==> src/rtl/mem_stage_lsu_if.sv <==
// Data-memory bus between the memory-stage LSU and the data memory.
// Single-outstanding valid/grant/rvalid handshake with byte enables.
interface mem_stage_lsu_if;
  logic        dmem_req;
  logic        dmem_we;
  logic [31:0] dmem_addr;
  logic [31:0] dmem_wdata;
  logic [3:0]  dmem_be;
  logic        dmem_gnt;
  logic        dmem_rvalid;
  logic [31:0] dmem_rdata;

  modport master (
    output dmem_req,
    output dmem_we,
    output dmem_addr,
    output dmem_wdata,
    output dmem_be,
    input  dmem_gnt,
    input  dmem_rvalid,
    input  dmem_rdata
  );

  modport slave (
    input  dmem_req,
    input  dmem_we,
    input  dmem_addr,
    input  dmem_wdata,
    input  dmem_be,
    output dmem_gnt,
    output dmem_rvalid,
    output dmem_rdata
  );
endinterface

==> src/rtl/mem_stage_lsu.sv <==
// Memory-stage load/store unit. Takes the EX/MEM slot, issues one data-memory
// access at a time, lane-formats stores, extends load data for MEM/WB and
// stalls the front of the pipeline while an access is in flight. An access
// that sits in REQ/RESP for TIMEOUT_CYCLES cycles is dropped with bus_err_m.
module mem_stage_lsu #(
  parameter int TIMEOUT_CYCLES = 64,
  parameter int CNT_W          = 7
) (
  input  logic                  clk,
  input  logic                  reset,
  input  logic                  valid_m,
  input  logic                  mem_read_m,
  input  logic                  mem_write_m,
  input  logic [2:0]            funct3_m,
  input  logic [31:0]           addr_m,
  input  logic [31:0]           wd_m,
  input  logic [4:0]            rd_m,
  mem_stage_lsu_if.master       dmem,
  output logic                  stall_m,
  output logic                  load_valid_w,
  output logic [31:0]           load_data_w,
  output logic [4:0]            load_rd_w,
  output logic                  misalign_m,
  output logic                  bus_err_m
);

  localparam logic [1:0] ST_IDLE = 2'd0;
  localparam logic [1:0] ST_REQ  = 2'd1;
  localparam logic [1:0] ST_RESP = 2'd2;

  localparam logic [CNT_W-1:0] CNT_LAST = CNT_W'(TIMEOUT_CYCLES - 1);

  logic [1:0]       state;
  logic [CNT_W-1:0] cnt;

  // Access context captured when the request is issued (stage p1).
  logic [2:0] f3_p1;
  logic [1:0] off_p1;
  logic [4:0] rd_p1;

  logic op;
  logic misaligned;
  logic start;
  logic store_done;
  logic load_done;
  logic timeout;

  // Store data replicated across the lanes the access may touch.
  function automatic logic [31:0] store_wdata(input logic [2:0] f3, input logic [31:0] wd);
    case (f3[1:0])
      2'b00:   store_wdata = {4{wd[7:0]}};
      2'b01:   store_wdata = {2{wd[15:0]}};
      default: store_wdata = wd;
    endcase
  endfunction

  // Byte enables from access size and byte offset.
  function automatic logic [3:0] store_be(input logic [2:0] f3, input logic [1:0] off);
    case (f3[1:0])
      2'b00:   store_be = 4'b0001 << off;
      2'b01:   store_be = off[1] ? 4'b1100 : 4'b0011;
      default: store_be = 4'b1111;
    endcase
  endfunction

  // Lane select and sign/zero extension of a returned word.
  function automatic logic [31:0] load_fmt(input logic [31:0] word, input logic [1:0] off,
                                           input logic [2:0] f3);
    logic        [7:0]  b;
    logic        [15:0] h;
    logic signed [7:0]  sb;
    logic signed [15:0] sh;
    logic signed [31:0] r;
    b  = word[{off, 3'b000} +: 8];
    h  = off[1] ? word[31:16] : word[15:0];
    sb = $signed(b);
    sh = $signed(h);
    case (f3)
      3'b000:  r = sb;
      3'b001:  r = sh;
      3'b100:  r = $signed({24'd0, b});
      3'b101:  r = $signed({16'd0, h});
      default: r = $signed(word);
    endcase
    load_fmt = r;
  endfunction

  assign op         = valid_m & (mem_read_m | mem_write_m);
  assign misaligned = ((funct3_m[1:0] == 2'b01) & addr_m[0]) |
                      ((funct3_m[1:0] == 2'b10) & (addr_m[1:0] != 2'b00));
  assign start      = (state == ST_IDLE) & op & ~misaligned;
  assign store_done = (state == ST_REQ) & dmem.dmem_we & dmem.dmem_gnt;
  assign load_done  = (state == ST_RESP) & dmem.dmem_rvalid;
  assign timeout    = (state != ST_IDLE) & (cnt == CNT_LAST) & ~store_done & ~load_done;

  assign misalign_m = (state == ST_IDLE) & op & misaligned;
  assign stall_m    = start |
                      (~timeout & (((state == ST_REQ) & ~store_done) |
                                   ((state == ST_RESP) & ~dmem.dmem_rvalid)));

  // Access sequencing, request strobe, timeout counter and bus error pulse.
  always_ff @(posedge clk) begin
    if (reset) begin
      state         <= ST_IDLE;
      cnt           <= '0;
      dmem.dmem_req <= 1'b0;
      bus_err_m     <= 1'b0;
    end else begin
      bus_err_m <= 1'b0;
      case (state)
        ST_IDLE: begin
          if (start) begin
            state         <= ST_REQ;
            cnt           <= '0;
            dmem.dmem_req <= 1'b1;
          end
        end
        ST_REQ: begin
          cnt <= cnt + 1'b1;
          if (timeout) begin
            state         <= ST_IDLE;
            dmem.dmem_req <= 1'b0;
            bus_err_m     <= 1'b1;
          end else if (dmem.dmem_gnt) begin
            dmem.dmem_req <= 1'b0;
            state         <= dmem.dmem_we ? ST_IDLE : ST_RESP;
          end
        end
        ST_RESP: begin
          cnt <= cnt + 1'b1;
          if (timeout) begin
            state     <= ST_IDLE;
            bus_err_m <= 1'b1;
          end else if (dmem.dmem_rvalid) begin
            state <= ST_IDLE;
          end
        end
        default: begin
          state         <= ST_IDLE;
          dmem.dmem_req <= 1'b0;
        end
      endcase
    end
  end

  // Bus fields and load context, captured once per access and held until the next.
  always_ff @(posedge clk) begin
    if (reset) begin
      dmem.dmem_we    <= 1'b0;
      dmem.dmem_addr  <= '0;
      dmem.dmem_wdata <= '0;
      dmem.dmem_be    <= '0;
      f3_p1           <= '0;
      off_p1          <= '0;
      rd_p1           <= '0;
    end else if (start) begin
      dmem.dmem_we    <= mem_write_m & ~mem_read_m;
      dmem.dmem_addr  <= {addr_m[31:2], 2'b00};
      dmem.dmem_wdata <= store_wdata(funct3_m, wd_m);
      dmem.dmem_be    <= store_be(funct3_m, addr_m[1:0]);
      f3_p1           <= funct3_m;
      off_p1          <= addr_m[1:0];
      rd_p1           <= rd_m;
    end
  end

  // Load result register toward MEM/WB (stage p2); valid pulses one cycle after rvalid.
  always_ff @(posedge clk) begin
    if (reset) begin
      load_valid_w <= 1'b0;
      load_data_w  <= '0;
      load_rd_w    <= '0;
    end else begin
      load_valid_w <= load_done;
      if (load_done) begin
        load_data_w <= load_fmt(dmem.dmem_rdata, off_p1, f3_p1);
        load_rd_w   <= rd_p1;
      end
    end
  end

endmodule

==> src/flat_wrapper.sv <==
// flat-port wrapper written by rule: the top's interface ports become plain ports
module mem_stage_lsu_flat 
#(
  parameter int TIMEOUT_CYCLES = 64,
  parameter int CNT_W          = 7
)
  (clk, reset, valid_m, mem_read_m, mem_write_m, funct3_m, addr_m, wd_m, rd_m, stall_m, load_valid_w, load_data_w, load_rd_w, misalign_m, bus_err_m, dmem_dmem_req, dmem_dmem_we, dmem_dmem_addr, dmem_dmem_wdata, dmem_dmem_be, dmem_dmem_gnt, dmem_dmem_rvalid, dmem_dmem_rdata);
  mem_stage_lsu_if dmem_i ();
  input  logic clk;
  input  logic reset;
  input  logic valid_m;
  input  logic mem_read_m;
  input  logic mem_write_m;
  input  logic [2:0] funct3_m;
  input  logic [31:0] addr_m;
  input  logic [31:0] wd_m;
  input  logic [4:0] rd_m;
  output logic stall_m;
  output logic load_valid_w;
  output logic [31:0] load_data_w;
  output logic [4:0] load_rd_w;
  output logic misalign_m;
  output logic bus_err_m;
  output wire logic [$bits(dmem_i.dmem_req)-1:0] dmem_dmem_req;
  output wire logic [$bits(dmem_i.dmem_we)-1:0] dmem_dmem_we;
  output wire logic [$bits(dmem_i.dmem_addr)-1:0] dmem_dmem_addr;
  output wire logic [$bits(dmem_i.dmem_wdata)-1:0] dmem_dmem_wdata;
  output wire logic [$bits(dmem_i.dmem_be)-1:0] dmem_dmem_be;
  input wire logic [$bits(dmem_i.dmem_gnt)-1:0] dmem_dmem_gnt;
  input wire logic [$bits(dmem_i.dmem_rvalid)-1:0] dmem_dmem_rvalid;
  input wire logic [$bits(dmem_i.dmem_rdata)-1:0] dmem_dmem_rdata;
  assign dmem_dmem_req = dmem_i.dmem_req;
  assign dmem_dmem_we = dmem_i.dmem_we;
  assign dmem_dmem_addr = dmem_i.dmem_addr;
  assign dmem_dmem_wdata = dmem_i.dmem_wdata;
  assign dmem_dmem_be = dmem_i.dmem_be;
  assign dmem_i.dmem_gnt = dmem_dmem_gnt;
  assign dmem_i.dmem_rvalid = dmem_dmem_rvalid;
  assign dmem_i.dmem_rdata = dmem_dmem_rdata;
  mem_stage_lsu #(.TIMEOUT_CYCLES(TIMEOUT_CYCLES), .CNT_W(CNT_W)) u_core (.clk(clk), .reset(reset), .valid_m(valid_m), .mem_read_m(mem_read_m), .mem_write_m(mem_write_m), .funct3_m(funct3_m), .addr_m(addr_m), .wd_m(wd_m), .rd_m(rd_m), .dmem(dmem_i), .stall_m(stall_m), .load_valid_w(load_valid_w), .load_data_w(load_data_w), .load_rd_w(load_rd_w), .misalign_m(misalign_m), .bus_err_m(bus_err_m));
endmodule
==> config.mk <==
export PLATFORM = sky130hd
export DESIGN_NAME = mem_stage_lsu_flat
export DESIGN_NICKNAME = d
export VERILOG_FILES = /design/src/rtl/mem_stage_lsu_if.sv /design/src/rtl/mem_stage_lsu.sv /design/src/flat_wrapper.sv
export SDC_FILE = /design/constraint.sdc
export NUM_CORES = 1
export LEC_CHECK = 0
export ABC_AREA = 0
export ABC_CLOCK_PERIOD_IN_PS = 1990
export CORE_MARGIN = 2
export CORE_UTILIZATION = 54
export DETAILED_ROUTE_END_ITERATION = 6
export DONT_BUFFER_PORTS = 1
export GPL_TIMING_DRIVEN = 0
export PLACE_DENSITY_LB_ADDON = 0.1
export SLEW_MARGIN = 20
export SYNTH_ARGS = -nofsm -noshare
export SYNTH_HDL_FRONTEND = slang
export SYNTH_SLANG_ARGS = --single-unit
==> constraint.sdc <==
create_clock -name clk -period 1.99 [get_ports clk]
set_input_delay 0.0995 -clock clk [delete_from_list [all_inputs] [get_ports clk]]
set_output_delay 0.0995 -clock clk [all_outputs]
set_load 0.02 [all_outputs]
Word-level counts from Yosys, hierarchy flattened

Cells that the tools add are included.

Flip-flop bits (word level): 126
Input port bits: 111
Output and inout port bits: 111
Logic and storage cells: 86

$add $sub $neg: 1
Equality and inequality tests: 11
Shift operators: 2
Muxes and demuxes: 19
Bitwise logic cells: 28
Reductions and logical operators: 11

Operators by type and width:

| kind                                          | number |
|---|---|
| one-hot mux 32 bit (4 select lines)           | 1 |
| one-hot mux 32 bit (2 select lines)           | 1 |
| variable part select 32 x 6 -> 8 bit          | 1 |
| bitwise AND 1 bit                             | 16 |
| 2-to-1 mux 16 bit                             | 1 |
| one-hot mux 7 bit (2 select lines)            | 1 |
| 2-to-1 mux 2 bit                              | 6 |
| inverter 1 bit                                | 8 |
| one-hot mux 4 bit (2 select lines)            | 1 |
| adder 7 x 1 -> 7 bit, second input constant   | 1 |
| == test 7 x 6 -> 1 bit, second input constant | 1 |
| 2-to-1 mux 7 bit                              | 1 |
| == test 3 bit, second input constant          | 2 |
| != test 3 x 2 -> 1 bit, second input constant | 2 |
| one-hot mux 2 bit (3 select lines)            | 1 |
| AND reduction 3 bit                           | 2 |
| nonzero test 2 bit                            | 3 |
| == test 2 x 1 -> 1 bit, second input constant | 2 |
| == test 2 bit, second input constant          | 2 |
| logical NOT 2 bit                             | 2 |
| 2-to-1 mux 1 bit                              | 4 |
| 2-to-1 mux 4 bit                              | 1 |
| bitwise OR 1 bit                              | 4 |
| OR reduction 2 bit                            | 2 |
| 6 further kinds                               | 6 |

Longest topological paths before layout

Word-level depth: 9
Mapped depth: 8
Mapped depth without buffers: 6

Least setup slack after synthesis

No wires, ideal clock.

Kind: reg-to-reg
Start: register u_core.state[0]
End: register u_core.dmem.dmem_req
Library setup time: 86 ps
Arrival: 1,790 ps
Data required time: 1,904 ps
Path slack: 114 ps
Stages on the path, launching flop included: 7
Buffers on the path: 0
Clock period less this slack: 1,876 ps
Path through: dfxtp_1 -> inv_1 -> ha_1 -> a211o_1 -> or4_4 -> a211o_1 -> a221oi_2

Cells in the longest elaborated chain, start to end: 8
Elaborated cells on any way between the ends: 20
Those cells by class: eq/ne: 4; mux: 2; bitwise: 11; reduce/logical: 3

RTL lines:

| element                                                                                           | RTL line                                  | source |
|---|---|---|
| from (decl)                                                                                       | mem_stage_lsu.sv:33                       | `logic [1:0] state;` |
| from (signal assigned)                                                                            | mem_stage_lsu.sv:126                      | `state <= dmem.dmem_we ? ST_IDLE : ST_RESP;` |
| == test 2 x 1 -> 1 bit                                                                            | mem_stage_lsu.sv:92, mem_stage_lsu.sv:110 |  |
| bitwise AND 1 bit (2 in series)                                                                   | mem_stage_lsu.sv:92                       | `assign store_done = (state == ST_REQ) & dmem.dmem_we & dmem.dmem_gnt;` |
| inverter 1 bit                                                                                    | mem_stage_lsu.sv:94                       | `assign timeout = (state != ST_IDLE) & (cnt == CNT_LAST) & ~store_done & ~load_done;` |
| bitwise AND 1 bit (2 in series)                                                                   | mem_stage_lsu.sv:94                       |  |
| != test 3 x 2 -> 1 bit (no source line) / 2-to-1 mux 1 bit (equally long branches)                | --                                        |  |
| AND reduction 3 bit (no source line) / one-hot mux 1 bit (3 select lines) (equally long branches) | --                                        |  |
| to (signal assigned)                                                                              | mem_stage_lsu.sv:106                      | `dmem.dmem_req <= 1'b0;` |
| to (signal assigned)                                                                              | mem_stage_lsu.sv:115                      | `dmem.dmem_req <= 1'b1;` |
| to (signal assigned)                                                                              | mem_stage_lsu.sv:122                      | `dmem.dmem_req <= 1'b0;` |
| to (decl)                                                                                         | mem_stage_lsu_if.sv:14                    | `output dmem_req,` |

Parallel ways exist; a longest one is shown, timed or not.
A chain may end at the register's enable or synchronous reset.

Worst setup path in the final report

Start: register u_core.state[1]
End: output stall_m

Cells in the longest elaborated chain, start to end: 9
Elaborated cells on any way between the ends: 20
Those cells by class: eq/ne: 2; bitwise: 16; reduce/logical: 2

RTL lines:

| element                         | RTL line                                 | source |
|---|---|---|
| == test 2 x 1 -> 1 bit          | mem_stage_lsu.sv:92, mem_stage_lsu.sv:98 |  |
| bitwise AND 1 bit (2 in series) | mem_stage_lsu.sv:92                      |  |
| inverter 1 bit                  | mem_stage_lsu.sv:94, mem_stage_lsu.sv:98 |  |
| bitwise AND 1 bit (2 in series) | mem_stage_lsu.sv:94                      |  |
| inverter 1 bit                  | mem_stage_lsu.sv:98                      | `(~timeout & (((state == ST_REQ) & ~store_done) \|` |
| bitwise AND 1 bit               | mem_stage_lsu.sv:98                      |  |
| bitwise OR 1 bit (*)            | mem_stage_lsu.sv:97                      | `assign stall_m = start \|` |
| to (decl)                       | flat_wrapper.sv:18                       | `output logic stall_m;` |

Every way passes the cells marked *; elsewhere a longest branch is shown, timed or not.

==> results.toml <==
[cts]
clock-sinks = 126
root_buffer_master = "clkbuf_8"
clkLatencyLatePin_ns = 0.51
num_cts_buffers = 17
cts.htree.levels = 4
clk_transition_reported_paths_ns = 0.06
tritoncts = "yes"
maximum_count_of_clock_buffers_along_a_single_path = 2

[place]
io_buffers = 0
place_congestion = 0.9431
dp_hpwl_um = 12340
preCtsSetupSlack_ns = -0.1190

[worst_setup_path]
cp-startpoint = "u_core.state[1]$_SDFFE_PP0P_"
path_max_fanout = 2
worst-r2r-setup-slack_ns = -0.09
timing.critical_path.arrival_ns = 2.03
cpMaxStageDelayCell = "or4_4"
worst-path-buf-inv = 1
setup.worst_path.end_class = "output port"
crit_path_cell_trace = "buf_6, ha_4, a211o_1, or4_4, o21ai_4, nand2_4"
critical_path.max_stage_delay_ns = 0.47
timing.setup.critical_path_class = "register to output port"
setup.worst_path.start_class = "register"
crit-reg2reg-launch = "u_core.state[1]$_SDFFE_PP0P_"
required_ns = 1.89
top_delay_family_on_crit_path = "simple AND/OR/NAND/NOR gates"

[yosys]
ys_seq_area_share_pct = 45.21
postSynthCellCount = 690
synthMuxAreaShare_pct = 5.898
post_synth_instance_area_mm2 = 0.005579
synth_area_in_compound_gates_pct = 24.65
postSynth.asyncResetShare_pct = 0
synth_top_family_by_area = "compound AO/OA/AOI/OAI gates"
synth.ff_latch_count = 126
yosysWarnings = 0
synth_ff_type = "dfxtp_1"
synth-adder-area-share_pct = 0.8971
ys_types = 47
area_share_of_xor_xnor_cells_in_the_synthesized_design_pct = 0.1570
synth_enable_flop_cells = 0
synth-simple-area-share_pct = 17.92
syn_avg_cell_area_um2 = 8.086

[global_routing]
grtUsageMet3_pct = 11.63
met1_usage_pct = 37.93
grt_pass1_wl_um = 29700
groute.layer.met2.usage_pct = 57.00
globalRoute.totalOverflow = 0
pin_count_of_the_biggest_net_entering_global_routing = 17
antenna_found_initial = 1
busiest_layer = "met2"
number_of_global_route_vias_before_repair = 5917
gr-usage-all-layers_pct = 33.72

[final_layout]
most_frequent_cells_in_the_layout = "nand2_1 (161), dfxtp_1 (122), a21oi_1 (108)"
n_fill_cell = 779
areaGrowthSynthToFinish_pct = 35.08
post_route_cells_drive_above_1_share_pct = 10.79
layout_commonest_cell = "nand2_1"
final_net_count = 938

[sta]
maxClockFrequency_ghz = 0.4690
finalWorstPathRequiredPeriod_ns = 2.132
tightest_slew_ns = 0.6734
maxSlewViolCount = 0
fin_setup_tns_ns = -0.2332
clock-skew-final_ns = 0.009748
timing.max_slew.rel_slack_pct = 55.11
whs_ns = 0.01220
setup_violations = 2
unrepaired_setup_endpoints_after_global_routing = "yes"
finalHoldViolCount = 0
final.period_utilization_pct = 107.1
post-route-worst-setup-slack_ns = -0.1421

[flow_run]
timing.max_cap.violations = 0

[detailed_routing]
drt_first_pass_iters = 5
avgViaCountPerCell = 6.021
first_iter_violations = 449
detail-route-antenna-nets = 0
post-route-drc-count = 0
wl_per_cell_um = 19.60
vias = 5846
finalWirelength_um = 19030

[status]
status = "complete, but fails checks"
violations_in_the_final_reports = "negative setup slack"

[pwr]
pwr_density_cell_mw_per_mm2 = 1113
power_mw = 8.391
vdd_drop_max_v = 0.0007337
p_leak_nw = 2.795

[floorplanning]
ioPinCount = 222
rows = 37
die-width_um = 105.6
chipHeight_um = 105.6
die_area_mm2 = 0.01116
core_area_mm2 = 0.01018
initial_utilization_pct = 54.78

[worst_hold_path]
min-delay-path-class = "input port to register"
timing.hold.worst.start = "dmem_dmem_rdata[13]"
[cell usage after synthesis, drive strengths merged, types with 5 or more instances]
cell	n	share of area (%)
nor2	26	1.7
clkbuf	38	2.6
dfxtp	126	45
nand2	162	11
nand3b	10	1.3
mux2	7	1.4
o211ai	12	1.7
a311oi	10	1.6
nand3	8	0.81
a211oi	18	2.4
o22a	7	1.1
buf	22	2.0
a21oi	108	9.7
o21ai	47	4.2
mux2i	25	4.5
nor4bb	7	1.3
a211o	5	0.78
inv	9	0.61
[what timing repair did]
item	in CTS	in global routing
hold buffers	105	1
setup endpoints to repair	103	53
hold endpoints to repair	109	1
pin swaps	4	4
gates resized for setup	16	26
buffers inserted	4	5
[area by class of cell]
type	count	area [um2]	share of cell area [%]
timing repair buffer	115	1136	15.08
multi-input combinational	495	2856	37.90
inverter	10	40.04	0.5313
tap	136	170.2	2.258
buffer	58	259.0	3.437
clock buffer	23	476.7	6.326
antenna	1	2.502	0.03321
sequential	126	2532	33.60
clock inverter	7	62.56	0.8302
[routing by layer]
| metal | wire length (um) | part of all wire, % | vias up |
|---|---|---|---|
| met2 | 9379 | 49 | 332 |
| met4 | 726 | 3.8 | 0 |
| met5 | 0 | 0 | - |
| met1 | 7095 | 37 | 2760 |
| met3 | 1832 | 9.6 | 59 |
| li1 | - | - | 2695 |
[stage by stage]
stage,utilization [%],cell area [um2],std cells
final,73.99,7536,971
after global routing,73.99,7536,971
after CTS,73.01,7436,966
after detailed placement,56.49,5753,827
after global placement,56.49,5753,827
after floorplan,-,5583,691
[power by group]
group / switching (mW) / internal [mW] / leakage (nW)
logic: 1.09 / 0.774 / 1.50
clock network: 1.06 / 1.76 / 0.269
registers: 0.759 / 2.95 / 1.03
[path summary, 6_finish.rpt]
kind,to,depth (start not counted)
min reg2reg,u_core.load_rd_w[4]$_SDFFE_PP0P_,2
min,u_core.load_data_w[13]$_SDFFE_PP0P_,3
max reg2reg,u_core.dmem.dmem_req$_SDFFE_PP0P_,7
max,stall_m,6
[worst register-to-register path: cells and delay by family (launching register included)]
| kind | cells | cell delay (ns) |
|---|---|---|
| AND/OR/NAND/NOR | 1 | 0.47 |
| adder cells (fa/ha/maj) | 1 | 0.15 |
| flip-flops | 1 | 0.33 |
| AO/OA/AOI/OAI | 3 | 0.80 |
| buffers and inverters | 2 | 0.26 |
[registers in the layout (all words and copies together), names as in the netlist]
register / count
u_core.dmem.dmem_addr: 30
u_core.rd_p1: 5
u_core.dmem.dmem_req: 1
u_core.cnt: 7
u_core.dmem.dmem_be: 4
u_core.load_rd_w: 5
u_core.f3_p1: 3
u_core.dmem.dmem_wdata: 32
u_core.state: 2
u_core.off_p1: 2
u_core.load_valid_w: 1
u_core.bus_err_m: 1
u_core.dmem.dmem_we: 1
u_core.load_data_w: 32
[cells by family (layout without fill, tap and decap cells)]
| kind of cell | count (synthesis) | after routing |
|---|---|---|
| other cells | 1 | 3 |
| buf+inv | 70 | 213 |
| xor+xnor | 1 | 1 |
| mux | 32 | 32 |
| fa+ha+maj | 4 | 4 |
| simple gates | 229 | 229 |
| compound gates | 227 | 227 |
| flops | 126 | 126 |
(Power assumes the default switching activity.)
